$ cat config.mk
export PLATFORM = sky130hd
export DESIGN_NAME = seg_scan_ctrl
export DESIGN_NICKNAME = d
export VERILOG_FILES = /design/src/rtl/seg_pkg.sv /design/src/rtl/seg_digit_dec.sv /design/src/rtl/seg_scan_ctrl.sv
export SDC_FILE = /design/constraint.sdc
export NUM_CORES = 1
export LEC_CHECK = 0
export ABC_CLOCK_PERIOD_IN_PS = 4000
export CAP_MARGIN = 10
export CORE_ASPECT_RATIO = 0.9
export CORE_MARGIN = 2
export CORE_UTILIZATION = 56
export CTS_CLUSTER_DIAMETER = 100
export DETAILED_ROUTE_END_ITERATION = 10
export GPL_ROUTABILITY_DRIVEN = 0
export PLACE_DENSITY = 0.8
export REMOVE_ABC_BUFFERS = 1
export SLEW_MARGIN = 10
export SYNTH_ARGS = -nofsm -noshare
export SYNTH_HDL_FRONTEND = slang
export SYNTH_HIERARCHICAL = 1
export SYNTH_SLANG_ARGS = --single-unit
$ cat constraint.sdc
create_clock -name clk -period 4 [get_ports clk]
set_clock_uncertainty 0.15 [all_clocks]
set_input_delay 0.8 -clock clk [delete_from_list [all_inputs] [get_ports clk]]
set_output_delay 0.8 -clock clk [all_outputs]
set_load 0.05 [all_outputs]
$ cat src/rtl/seg_pkg.sv
// ============================================================================
// Module   : seg_pkg
// Purpose  : Shared constants, scan state type and leading-zero helper for the
//            8-digit 7-segment scan controller.
// Revision : 1.0
// ============================================================================
`default_nettype none

package seg_pkg;

  localparam int         NUM_DIGITS = 8;
  localparam logic [7:0] COM_OFF    = 8'hFF;
  localparam logic [7:0] SEG_OFF    = 8'h00;

  localparam logic [6:0] SEG_0 = 7'h3F;
  localparam logic [6:0] SEG_1 = 7'h06;
  localparam logic [6:0] SEG_2 = 7'h5B;
  localparam logic [6:0] SEG_3 = 7'h4F;
  localparam logic [6:0] SEG_4 = 7'h66;
  localparam logic [6:0] SEG_5 = 7'h6D;
  localparam logic [6:0] SEG_6 = 7'h7D;
  localparam logic [6:0] SEG_7 = 7'h07;
  localparam logic [6:0] SEG_8 = 7'h7F;
  localparam logic [6:0] SEG_9 = 7'h67;

  typedef enum logic [0:0] {
    BLANK = 1'b0,
    SHOW  = 1'b1
  } scan_state_e;

  // Bit i set when digits i..7 are all zero; digit 0 is never blanked.
  function automatic logic [NUM_DIGITS-1:0] lz_mask(input logic [4*NUM_DIGITS-1:0] digits);
    logic [NUM_DIGITS-1:0] m;
    logic                  all_zero;
    m        = '0;
    all_zero = 1'b1;
    for (int i = NUM_DIGITS - 1; i > 0; i--) begin
      all_zero = all_zero & (digits[4*i +: 4] == 4'd0);
      m[i]     = all_zero;
    end
    return m;
  endfunction

endpackage

`default_nettype wire

$ cat src/rtl/seg_digit_dec.sv
// ============================================================================
// Module   : seg_digit_dec
// Purpose  : Combinational BCD to 7-segment {g,f,e,d,c,b,a} decoder; codes
//            A-F produce all segments off.
// Revision : 1.0
// ============================================================================
`default_nettype none

module seg_digit_dec
  import seg_pkg::*;
(
  input  logic [3:0] bcd_i,
  output logic [6:0] seg_o
);

  always_comb begin
    seg_o = 7'h00;
    case (bcd_i)
      4'd0:    seg_o = SEG_0;
      4'd1:    seg_o = SEG_1;
      4'd2:    seg_o = SEG_2;
      4'd3:    seg_o = SEG_3;
      4'd4:    seg_o = SEG_4;
      4'd5:    seg_o = SEG_5;
      4'd6:    seg_o = SEG_6;
      4'd7:    seg_o = SEG_7;
      4'd8:    seg_o = SEG_8;
      4'd9:    seg_o = SEG_9;
      default: seg_o = 7'h00;
    endcase
  end

endmodule

`default_nettype wire

$ cat src/rtl/seg_scan_ctrl.sv
// ============================================================================
// Module   : seg_scan_ctrl
// Purpose  : 8-digit common-cathode scan controller with blanking gap and
//            frame-aligned shadow-register data loading.
// Options  : LEADING_ZERO_BLANK_EN - suppress leading zero digits.
// Revision : 1.0
// ============================================================================
`default_nettype none

module seg_scan_ctrl
  import seg_pkg::*;
#(
  parameter int unsigned SCAN_DIV  = 1000,
  parameter int unsigned BLANK_CYC = 16
) (
  input  logic        clk,
  input  logic        rst,
  input  logic [31:0] bcd_digits,
  input  logic [7:0]  dp_in,
  input  logic        load,
  output logic        load_ack,
  output logic        frame_tick,
  output logic [7:0]  seg_data,
  output logic [7:0]  seg_com
);

  localparam int unsigned     CW       = (SCAN_DIV > 2) ? $clog2(SCAN_DIV) : 1;
  localparam logic [CW-1:0]   CNT_LAST = CW'(SCAN_DIV - 1);

  logic [CW-1:0] cnt_q, cnt_d;
  logic [2:0]    idx_q, idx_d;
  logic [31:0]   shadow_dig_q, shadow_dig_d, active_dig_q, active_dig_d;
  logic [7:0]    shadow_dp_q, shadow_dp_d, active_dp_q, active_dp_d;
  logic          pending_q, pending_d;
  logic          load_ack_q, load_ack_d;
  logic          frame_tick_q, frame_tick_d;
  scan_state_e   state_q, state_d;
  logic [7:0]    show_com_q, show_com_d, show_seg_q, show_seg_d;
  logic          slot_end, frame_end;
  logic [6:0]    dec_seg;
  logic [7:0]    blank_mask;

  // Scan counters and shadow/active handshake.
  always_comb begin
    slot_end     = (cnt_q == CNT_LAST);
    frame_end    = slot_end && (idx_q == 3'd7);
    cnt_d        = slot_end ? '0 : cnt_q + CW'(1);
    idx_d        = slot_end ? idx_q + 3'd1 : idx_q;
    frame_tick_d = frame_end;
    shadow_dig_d = shadow_dig_q;
    shadow_dp_d  = shadow_dp_q;
    active_dig_d = active_dig_q;
    active_dp_d  = active_dp_q;
    pending_d    = pending_q;
    load_ack_d   = 1'b0;
    if (load) begin
      shadow_dig_d = bcd_digits;
      shadow_dp_d  = dp_in;
      pending_d    = 1'b1;
    end
    if (frame_end) begin
      // A load on the boundary edge bypasses the shadow stage.
      if (load) begin
        active_dig_d = bcd_digits;
        active_dp_d  = dp_in;
        pending_d    = 1'b0;
        load_ack_d   = 1'b1;
      end else if (pending_q) begin
        active_dig_d = shadow_dig_q;
        active_dp_d  = shadow_dp_q;
        pending_d    = 1'b0;
        load_ack_d   = 1'b1;
      end
    end
  end

  always_ff @(posedge clk or negedge rst) begin
    if (!rst) begin
      cnt_q        <= '0;
      idx_q        <= '0;
      shadow_dig_q <= '0;
      shadow_dp_q  <= '0;
      active_dig_q <= '0;
      active_dp_q  <= '0;
      pending_q    <= 1'b0;
      load_ack_q   <= 1'b0;
      frame_tick_q <= 1'b0;
    end else begin
      cnt_q        <= cnt_d;
      idx_q        <= idx_d;
      shadow_dig_q <= shadow_dig_d;
      shadow_dp_q  <= shadow_dp_d;
      active_dig_q <= active_dig_d;
      active_dp_q  <= active_dp_d;
      pending_q    <= pending_d;
      load_ack_q   <= load_ack_d;
      frame_tick_q <= frame_tick_d;
    end
  end

  seg_digit_dec u_dec (
    .bcd_i (active_dig_d[{idx_d, 2'b00} +: 4]),
    .seg_o (dec_seg)
  );

`ifdef LEADING_ZERO_BLANK_EN
  assign blank_mask = lz_mask(active_dig_d);
`else
  assign blank_mask = '0;
`endif

  // State register; lit pattern is precomputed from next-state values.
  always_ff @(posedge clk or negedge rst) begin
    if (!rst) begin
      state_q    <= BLANK;
      show_com_q <= COM_OFF;
      show_seg_q <= SEG_OFF;
    end else begin
      state_q    <= state_d;
      show_com_q <= show_com_d;
      show_seg_q <= show_seg_d;
    end
  end

  always_comb begin
    state_d    = (32'(cnt_d) < BLANK_CYC) ? BLANK : SHOW;
    show_com_d = ~(8'b1 << idx_d);
    show_seg_d = {active_dp_d[idx_d], blank_mask[idx_d] ? 7'h00 : dec_seg};
  end

  always_comb begin
    seg_com  = COM_OFF;
    seg_data = SEG_OFF;
    if (state_q == SHOW) begin
      seg_com  = show_com_q;
      seg_data = show_seg_q;
    end
  end

  assign load_ack   = load_ack_q;
  assign frame_tick = frame_tick_q;

endmodule

`default_nettype wire

# Word level (Yosys, flattened, before mapping)
# Memory sizes are Yosys's and may differ from the RTL's.
# Index checks and enable logic that the tools add are counted.
# classes
order_cmp,2
reduce_logical,1
shifts,2
bitwise,1
n_addsub,2
muxes,22
eq_ne,2
# op_table
op,count
$mux 32,3
$mux 8,5
$shiftx 32x6->4,1
$add 10x1->10 const B,1
$eq 10x10->1 const B,1
$lt 10x5->1 const B,1
$mux 1,10
$mux 10,1
$not 8->8,1
$shl 1x3->8 const A,1
$mux 7,1
$lt 3x4->1 const B,1
$add 3x1->3 const B,1
$bmux 1 s3,1
$eq 3x3->1 const B,1
$mux 3,1
$logic_and 1x1->1,1
# word_totals
inputBits,43
elab_cells,46
memories,2
rom_bits,120
out_inout_bits,18
register_bits,113
# mem_list
memory,words,width,read_ports,rd_ports_with_merged_regs,wr,line,rtl
(no name shown),16,7,1,0,0,seg_digit_dec.sv:18,case (bcd_i)
(no name shown),8,1,1,0,0,seg_scan_ctrl.sv:128,"show_seg_d = {active_dp_d[idx_d], blank_mask[idx_d] ? 7'h00 : dec_seg};"

# Depth between registers and ports, before layout
# An unclocked memory read counts as a cell.
# logic_depth
word_depth,6
mapped_depth,15
mapped_depth_nobuf,13

# Cells and area by module
# The synthesis kept the hierarchy.
# by_module_without_submodules
module,instances,seq_area_each_um2,area_per_inst_um2,cells_each
seg_scan_ctrl,1,2837.7,5186.2,493
seg_digit_dec,1,0.0,188.9,27

# Least setup slack after synthesis
# No wires, ideal clock.
# synth_timing
path_type,input to register
from,input port load
to,register show_seg_q[3]
t_required_ps,3763
arrival_ps,2932
setup_slack_ps,831
setup_ps,87
cell_stages,14
n_path_buf,3
cell_sequence,buf_2 buf_2 buf_1 nand2_1 o21ai_0 mux2i_1 o21ai_0 a21oi_1 a22oi_1 inv_1 ha_1 nor2_1 a21oi_1 o22ai_1
# synth_between
elab_chain_cells,5
# synth_rtl
item,line,rtl
start: declaration,seg_scan_ctrl.sv:20,"input logic load,"
$mux 32,seg_scan_ctrl.sv:63,if (load) begin
$mux 32,seg_scan_ctrl.sv:61,if (frame_end) begin
$shiftx 32x6->4,seg_scan_ctrl.sv:102,".bcd_i (active_dig_d[{idx_d, 2'b00} +: 4]),"
$mem_v2 16x7,n/a,
named net dec_seg[3],seg_scan_ctrl.sv:40,logic [6:0] dec_seg;
$mux 7,seg_scan_ctrl.sv:128,
end signal: assignment,seg_scan_ctrl.sv:121,show_seg_q <= show_seg_d;
end: declaration,seg_scan_ctrl.sv:38,"logic [7:0] show_com_q, show_com_d, show_seg_q, show_seg_d;"
# The timed path passes the listed nets, and every way through them passes these cells.
# A chain may end at the register's enable or synchronous reset.

# Worst setup path in the final report
# layout_timing
from,register cnt_q[3]
to,register show_seg_q[3]
# layout_between
elab_chain_cells,6
elab_cells_between_ends,9
classes_between,1 x eq/ne; 1 x shift; 4 x mux; 1 x reduce/logical; 2 x memory
# layout_rtl
item,line,rtl
start: declaration,seg_scan_ctrl.sv:30,"logic [CW-1:0] cnt_q, cnt_d;"
start signal: assignment,seg_scan_ctrl.sv:89,cnt_q <= cnt_d;
$eq 10x10->1 (*),seg_scan_ctrl.sv:45,slot_end = (cnt_q == CNT_LAST);
$logic_and 1x1->1,seg_scan_ctrl.sv:46,frame_end = slot_end && (idx_q == 3'd7);
$mux 32,seg_scan_ctrl.sv:61,
$shiftx 32x6->4 (*),seg_scan_ctrl.sv:102,
$mem_v2 16x7 (*),n/a,
named net dec_seg[3],seg_scan_ctrl.sv:40,
$mux 7 (*),seg_scan_ctrl.sv:128,
# Mark *: on every way through the listed nets, which the timed path passes. The rest lies on a longest branch. The select of a mux whose other input is x is not followed.

==> summary.md <==
| Metric | Value |
|---|---|
| Leak pwr | 3.17 nW |
| Synth top area cells | dfrtp_1 (49%), mux2i_1 (5.6%), mux2_2 (4.4%) |
| Crit-path slowest cell | mux2i_4 |
| Routed Antenna Nets | 0 |
| TritonCTS buffer count | 17 |
| Gr usage total | 24.7% |
| Core Area | 9210 um2 |
| Setup slack at placement | 467 ps |
| Drt wl/cell | 16.7 um |
| Number of gates on the worst path with buffers counted | 10 |
| Setup violators final | 0 |
| TritonCTS clock tree | done |
| Nature of the critical path startpoint | flip-flop |
| GRT overflow | 0 |
| Warnings, synthesis | 6 |
| Post-synthesis sequential area ratio | 52.8% |
| Most frequent cells in the layout | dfrtp_1 (105), nand2_1 (63), clkdlybuf4s50_1 (58) |
| Worst rel slew slack | 47.1% |
| Type of the worst setup path | reg2reg |
| Vias in the first global route | 4170 |
| Hold Path Class | in2async |
| Fmax | 290 MHz |
| CTS H-Tree Depth | 4 |
| FF-to-FF path depth | 10 |
| Layout overhead on the synthesized area | 24.1% |
| Library cells used by synthesis | 49 |
| Synth Cell Area | 5380 um2 |
| Initial core utilization | 58.4% |
| Clk buf depth | 2 |
| Die width | 107 um |
| Worst slew pin tran | 794 ps |
| Setup TNS | 0 ps |
| Crit path buf inv count | 2 |
| Initial antenna violation count | 0 |
| Final WS setup | 555 ps |
| Max Cap Viol | 0 |
| Resized cells post-CTS | 0 |
| Largest area contributor in the netlist | dfrtp_1 |
| CP cell instances | and4bb_2 -> and3_1 -> mux2i_4 -> o221ai_1 -> a221oi_1 -> a31oi_1 -> inv_1 -> ha_1 -> inv_1 -> o22ai_1 |
| Critical path arrival | 3670 ps |
| Commonest non-fill, non-tap cell in the layout | dfrtp_1 |
| RSZ-0062 raised after global routing | no |
| EDFF count, synth | 0 |
| Worst r2r src | cnt_q[3]$_DFF_PN0_ |
| Reg2Reg Setup Slack | 560 ps |
| Worst Path Required | 4230 ps |
| Post-DP HPWL | 7900 um |
| Worst skew pair latency | 520 ps |
| Die Ht | 96.9 um |
| Fin. Hold Viols | 0 |
| Clock period minus worst slack | 3440 ps |
| DIE AREA | 10400 um2 |
| Via density | 5.71 |
| Cell repeated most along the worst path | inv_1 |
| Pwr per Cell Area | 432 nW/um2 |
| CP Max Fanout | 14 |
| Cell count after synthesis | 520 |
| Syn avg cell area | 10.3 um2 |
| Yosys reg bits | 113 |
| Prevailing post-synth register cell | dfrtp_1 |
| IR drop worst, VDD | 0.284 mV |
| Fin. max-slew vios | 0 |
| Inserted Diodes | 0 |
| Worst reg2reg endpoint | show_seg_q[3]$_DFF_PN0_ |
| DRT Pass-1 Iters | 5 |
| Status | completed |
| Final WL | 11900 um |
| Top Family by Delay on Critical Path | simple AND/OR/NAND/NOR gates |
| Worst Setup EP | show_seg_q[3]$_DFF_PN0_ |
| Site Rows | 33 |
| Clock-pin slew on the worst setup and hold paths | 60 ps |
| Root Driver | clkbuf_8 |
| Iteration-0 DRC Markers | 214 |
| IO Pins | 61 |
| Share of synthesized registers carrying an async set or reset | 100% |
| Total number of vias | 4089 |
| First-pass GRT wire length | 20000 um |
| Largest net degree at the start of global routing | 65 |
| Clk sinks | 113 |
| Post-CTS Setup Repair Bufs | 0 |
| Cts hold-fix bufs | 0 |
| CP Capture Type | flip-flop |
| Final core utilization | 72.5% |
| Layout cells sized above 1 | 14.6% |
| Fin crit share | 86.1% |
| Post-synth top area share | 48.9% |
| Port Buffer Count | 60 |
| Residual DRC | 0 |
| Layout Nets | 635 |
| CP peak stage delay | 540 ps |
| Critical Path Source | cnt_q[3]$_DFF_PN0_ |
[worst min-delay path by stage]
stage                       startpoint                        to  slack (ps)  cells past startpoint
floorplan           cnt_q[8]$_DFF_PN0_        cnt_q[8]$_DFF_PN0_         300                      1
global placement    cnt_q[0]$_DFF_PN0_        cnt_q[0]$_DFF_PN0_         320                      1
detailed placement  cnt_q[0]$_DFF_PN0_        cnt_q[0]$_DFF_PN0_         330                      1
CTS                                rst  active_dp_q[2]$_DFF_PN0_         240                      1
global route                       rst  active_dp_q[2]$_DFF_PN0_         280                      1
finish                             rst  active_dp_q[2]$_DFF_PN0_         210                      1
[cells by family (layout without fill, tap and decap cells)]
kind of cell               after synthesis  in the layout  share of synthesized area (%)
and+or+nand+nor                        137            137                           11.9
AOI/OAI and AO/OA                      128            128                           15.5
DFF                                    113            113                           52.8
buffers and inverters                   72            146                           5.84
muxes                                   52             52                           10.4
adders and majority gates                9              9                           2.10
xor gates and xnor gates                 9              9                           1.47
[synthesized netlist by cell type, drive strengths merged (9+ instances only)]
| master | number |
|---|---|
| dfrtp | 105 |
| nand2 | 63 |
| o21ai | 47 |
| inv | 39 |
| nor2 | 34 |
| mux2i | 31 |
| a21oi | 29 |
| mux2 | 21 |
| o32a | 20 |
| clkbuf | 17 |
| buf | 16 |
| nand2b | 11 |
| and2 | 10 |
| ha | 9 |
[power breakdown]
part	total [W]	internal, W	switching (W)
combinational	0.000224	0.000104	0.000121
clock	0.00144	0.000923	0.000519
sequential	0.00122	0.00120	0.0000194
total	0.00288	0.00222	0.000659
[flip-flops by register name, summed over array words and instances (netlist names)]
register / flops
active_dig_q: 32
shadow_dig_q: 32
cnt_q: 10
active_dp_q: 8
shadow_dp_q: 8
show_com_q: 8
show_seg_q: 8
idx_q: 3
frame_tick: 1
load_ack: 1
pending_q: 1
state_q: 1
[stage by stage]
step                      instances  hold WS, ps  area, um2  power [W]
after floorplan                 487          305       5210    0.00134
after global placement          686          321       6110    0.00145
after detailed placement        686          332       6110    0.00146
after CTS                       716          236       6670    0.00290
after global routing            716          277       6670    0.00299
final                           716          211       6670    0.00288
[area by class of cell]
type | count | area [um2]
inverters | 39 | 146
fillers | 640 | 2530
flip-flops and latches | 113 | 2840
well taps | 122 | 153
clock buffers | 20 | 455
multi-input cells | 335 | 2220
repair buffers | 77 | 746
clock inverters | 10 | 111
[metal layers]
metal	part of all wire, %	vias to the layer above	GRT usage, %	routed length [um]
met5	0	-	0	0
met4	2.3	0	12.2	278
met3	4.2	33	5.26	503
met2	49	119	39.9	5880
met1	44	2001	31.3	5270
li1	-	1936	-	-
(Power assumes the default switching activity.)
